===== config.mk =====
export PLATFORM = sky130hd
export DESIGN_NAME = seg7_scan_driver
export DESIGN_NICKNAME = d
export VERILOG_FILES = /design/src/rtl/seg7_scan_driver.sv
export SDC_FILE = /design/constraint.sdc
export NUM_CORES = 1
export LEC_CHECK = 0
export CORE_ASPECT_RATIO = 0.8
export CORE_UTILIZATION = 53
export CTS_CLUSTER_DIAMETER = 40
export DETAILED_ROUTE_END_ITERATION = 16
export PLACE_DENSITY = 0.87
export SETUP_SLACK_MARGIN = 0.02
export SLEW_MARGIN = 20
export SYNTH_ARGS = -nofsm -noshare
export SYNTH_HDL_FRONTEND = slang
export SYNTH_SLANG_ARGS = --single-unit

===== constraint.sdc =====
create_clock -name clk -period 3.4 [get_ports clk]
set_clock_uncertainty 0.2 [all_clocks]
set_input_delay 0.68 -clock clk [delete_from_list [all_inputs] [get_ports clk]]
set_output_delay 0.68 -clock clk [all_outputs]
set_load 0.03 [all_outputs]

===== src/rtl/seg7_scan_driver.sv =====
// Time-multiplexed common-anode seven-segment driver with per-frame shadow snapshot and blanking gap.
// Optional leading-zero blanking on odd (tens) digits: define SEG7_LZB_EN.
module seg7_scan_driver #(
  parameter int NUM_DIGITS   = 8,
  parameter int DIGIT_CYCLES = 100000,
  parameter int BLANK_CYCLES = 1000
) (
  input  logic                      clk,
  input  logic                      reset,
  input  logic [4*NUM_DIGITS-1:0]   bcd,
  input  logic [NUM_DIGITS-1:0]     dp_in,
  output logic [NUM_DIGITS-1:0]     an,
  output logic [6:0]                seg,
  output logic                      dp,
  output logic                      frame_done
);

  localparam int CW = $clog2(DIGIT_CYCLES);
  localparam int IW = (NUM_DIGITS > 1) ? $clog2(NUM_DIGITS) : 1;
  localparam logic [CW-1:0] CNT_LAST  = CW'(DIGIT_CYCLES - 1);
  localparam logic [CW-1:0] CNT_BLANK = CW'(BLANK_CYCLES);
  localparam logic [IW-1:0] IDX_LAST  = IW'(NUM_DIGITS - 1);

  typedef enum logic {BLANK, ON} state_t;

  state_t                  state, state_next;
  logic [CW-1:0]           cnt, cnt_next;
  logic [IW-1:0]           idx, idx_next;
  logic                    cnt_last;
  logic                    load_pending;
  logic                    capture;
  logic [4*NUM_DIGITS-1:0] shadow_bcd;
  logic [NUM_DIGITS-1:0]   shadow_dp;
  logic [3:0]              digit;
  logic [6:0]              digit_seg;
  logic [NUM_DIGITS-1:0]   an_next;
  logic [6:0]              seg_next;
  logic                    dp_next;

  assign cnt_last = (cnt == CNT_LAST);
  assign capture  = load_pending | (cnt_last & (idx == IDX_LAST));
  // Gated by reset so the pulse stays low while load_pending sits at its reset value.
  assign frame_done = capture & reset;

  always_comb begin
    cnt_next   = cnt_last ? '0 : cnt + 1'b1;
    idx_next   = idx;
    state_next = state;
    if (cnt_last) idx_next = (idx == IDX_LAST) ? '0 : idx + 1'b1;
    if (cnt_next == '0)            state_next = BLANK;
    else if (cnt_next == CNT_BLANK) state_next = ON;
  end

  always_comb begin
    digit = shadow_bcd[4*idx +: 4];
    case (digit)
      4'd0:    digit_seg = 7'b1000000;
      4'd1:    digit_seg = 7'b1111001;
      4'd2:    digit_seg = 7'b0100100;
      4'd3:    digit_seg = 7'b0110000;
      4'd4:    digit_seg = 7'b0011001;
      4'd5:    digit_seg = 7'b0010010;
      4'd6:    digit_seg = 7'b0000010;
      4'd7:    digit_seg = 7'b1111000;
      4'd8:    digit_seg = 7'b0000000;
      4'd9:    digit_seg = 7'b0010000;
      default: digit_seg = 7'b0111111;
    endcase
`ifdef SEG7_LZB_EN
    if (idx[0] && digit == 4'd0) digit_seg = 7'h7F;
`else
`endif
  end

  always_comb begin
    an_next  = '1;
    seg_next = 7'h7F;
    dp_next  = 1'b1;
    if (state == ON) begin
      an_next[idx] = 1'b0;
      seg_next     = digit_seg;
      dp_next      = ~shadow_dp[idx];
    end
  end

  always_ff @(posedge clk or negedge reset) begin
    if (!reset) begin
      state        <= BLANK;
      cnt          <= '0;
      idx          <= '0;
      load_pending <= 1'b1;
      shadow_bcd   <= '0;
      shadow_dp    <= '0;
      an           <= '1;
      seg          <= 7'h7F;
      dp           <= 1'b1;
    end else begin
      state        <= state_next;
      cnt          <= cnt_next;
      idx          <= idx_next;
      load_pending <= 1'b0;
      if (capture) begin
        shadow_bcd <= bcd;
        shadow_dp  <= dp_in;
      end
      an  <= an_next;
      seg <= seg_next;
      dp  <= dp_next;
    end
  end

endmodule


==> run_results.csv <==
group,metric,value,unit
sta,relSlewSlack,38.1,%
placement,dp_hpwl,5.35,mm
die,die_x,95.8,um
finish,fin_area,4610,um2
routing,drc,0,
global_route,grt_max_degree,79,
synthesis,ys_ff_latch,78,
worst_setup_path,cp_slowest_cell,"dfrtp_1",
power_and_ir_drop,p_per_area,420,nW/um2
die,die_area,7380,um2
sta,min_period,3.14,ns
placement,placed_area,4380,um2
worst_setup_path,cp-end-kind,"output port",
sta,worst_pin_slew,0.928,ns
clocking,hold_buffers,0,
worst_setup_path,rr_worst_depth,8,
hold_path,whs_path_depth,1,
placement,dp_cells,430,
finish,final_cells,446,
global_route,grt.overflow.total,0,
worst_setup_path,critPathLaunchType,"flip-flop",
synthesis,synthArstFlopShare,100,%
global_route,grt_pass1_wl,12.4,mm
sta,worst_slack,0.264,ns
routing,routed_wl,7.34,mm
clocking,clkTransAtPathRegs,0.07,ns
global_route,grt_pass1_vias,2476,
worst_setup_path,cpLargestDelayFamily,"simple AND/OR/NAND/NOR gates",
routing,viasPerCell,5.62,
clocking,cts_tree,"yes",
routing,routedWlPerCell,16.5,um
synthesis,ys.warnings.count,0,
clocking,numCtsBuffers,9,
routing,drtIter0Drc,109,
synthesis,ys_types,53,
sta,max_freq,319,MHz
sta,fin_setup_tns,0,ns
routing,vias,2507,
sta,slew_viol_final,0,
power_and_ir_drop,power.leakage,0.00196,uW
synthesis,synthFlopType,"dfrtp_1",
routing,drt.antenna.violating_nets,0,
clocking,root_buffer,"clkbuf_8",
die,initial_core_util,56.5,%
outcome,outcome,"completed",
die,rows,26,
finish,nFillCells,437,
worst_setup_path,crit_type,"reg2out",
die,die_h,77.0,um
worst_setup_path,cp.depth,7,
hold_path,hold_start,"shadow_dp[6]",
power_and_ir_drop,ir_drop,0.000242,V
placement,gp_congestion,0.882,
placement,numPortBuffers,58,
finish,drive_above_1_share,24.6,%
sta,finalSetupViolCount,0,
sta,min_period_over_period,92.2,%
die,coreArea,6600,um2
finish,layout_commonest_cell,"dfrtp_1",
job,maxCapViolCount,0,
routing,first_pass_iters,4,
synthesis,syn_nets,346,
global_route,antenna_found_initial,0,
worst_setup_path,cp_max_fo,6,
synthesis,ys_seq_area_share,52.9,%
clocking,clk_latency,0.35,ns
worst_setup_path,cp.required,2.52,ns
synthesis,synthCells,296,
worst_setup_path,cp_data_arrival_time,2.26,ns
clocking,cts_sinks,78,
sta,hold_violations,0,
hold_path,hold_class,"reg2reg",
global_route,track_usage,22.6,%
sta,rsz0062_at_grt,"false",
worst_setup_path,r2r-start,"idx[0]",
synthesis,postSynthAreaPerCell,12.6,um2
die,design.portCount,59,
placement,preCtsSetupSlack,0.369,ns
worst_setup_path,path_cells,"ha_1 > nand4_2 > nor3_2 > and3_1 > a21oi_4 > nor2b_1 > dlygate4sd2_1",
worst_setup_path,worst-r2r-setup-slack,0.60,ns
clocking,h-tree-depth,3,
finish,final_cell_mix,"61 x dfrtp_1, 56 x clkdlybuf4s50_1, 29 x nand2_1",
finish,final_nets,407,
finish,area_delta_synth_final,23.6,%
worst_setup_path,cp_num_buf_inv,1,
hold_path,hold_end,"shadow_dp[6]",
clocking,cts_buffer_depth,2,
finish,diodes,0,
worst_setup_path,crit_path_max_incr_delay,0.43,ns
synthesis,synthesis.area,3730,um2
synthesis,synth_edf_count,0,
worst_setup_path,r2r_end,"seg[5]",
==> cells in the mapped netlist, types with 2 or more instances <==
master     n  area, um2
a21oi_1    7       35.0
and3_1     2       12.5
buf_2      6       30.0
clkbuf_1   5       18.8
dfrtp_1   61       1530
dfstp_2   17        447
ha_1       8        100
inv_1      6       22.5
mux2_1    15        169
mux2_2    26        293
mux4_2    10        225
nand2_1   29        109
nand3_1   10       50.1
nand4_1    4       25.0
nand4_4    2       42.5
nor2_1    14       52.6
nor2b_1    7       43.8
nor3_1     5       25.0
nor4_1     2       12.5
nor4_2     2       25.0
o21ai_0   11       55.1
o31ai_1    3       22.5
or3_2      2       15.0
xnor2_1    7       61.3
xor2_1     7       61.3
==> cell type report <==
cell class                 instances  area (um2)  share of cell area, %
clock buffer                      15         220                   4.78
clock inverter                     1        5.00                  0.109
inverter                           8        30.0                  0.652
multi-input combinational        196        1650                   35.8
sequential                        78        1970                   42.8
tap                               84         105                   2.28
timing repair buffer              64         622                   13.5
==> how the worst max path moves through the flow <==
stage,start,to
after floorplan,cnt[0],frame_done
final,cnt[0],frame_done
after CTS,cnt[0],frame_done
after global routing,cnt[0],frame_done
after global placement,cnt[0],frame_done
after detailed placement,cnt[0],frame_done
==> metrics by stage <==
step           util, %  power [uW]  hold WS, ns
6_report          69.8        1930        0.292
5_1_grt           69.8        2010        0.321
4_1_cts           69.8        1950        0.294
3_5_place_dp      66.4        1210        0.277
3_3_place_gp      66.4        1200        0.268
2_1_floorplan        -        1110        0.184
==> layer usage <==
metal  part of all wire, %  vias up  routed length (um)  GRT usage [%]
met2                    47       87                3420           32.7
met1                    47     1231                3440           32.6
met3                   4.9       12                 358           5.75
met5                     0        -                   0              0
met4                   1.6        0                 120           8.66
li1                      -     1177                   -              -
==> flip-flops by register name, summed over array words and instances (netlist names) <==
name and flops:
seg 7, shadow_bcd 32, idx 3, dp 1
shadow_dp 8, load_pending 1, cnt 17, an 8
state 1
==> cell families after synthesis <==
logic type | after synthesis | share of synthesized area (%)
XOR/XNOR | 14 | 3.29
AO/OA/AOI/OAI | 28 | 4.56
adder cells (fa/ha/maj) | 8 | 2.68
flip-flops | 78 | 52.9
other | 1 | 0.101
AND/OR/NAND/NOR | 92 | 14.4
buffers and inverters | 22 | 2.99
multiplexers | 53 | 19.1
==> what timing repair did <==
action | in CTS | in global routing
setup buffers | 0 | 0
setup endpoints to repair | 1 | 0
resized for setup | 1 | 0
==> power breakdown <==
part | internal (uW) | leakage, uW | switching, uW
clock network | 419 | 0.000115 | 323
registers | 977 | 0.000924 | 25.2
logic | 111 | 0.000920 | 79.5
total | 1510 | 0.00196 | 427
(Power assumes the default switching activity.)
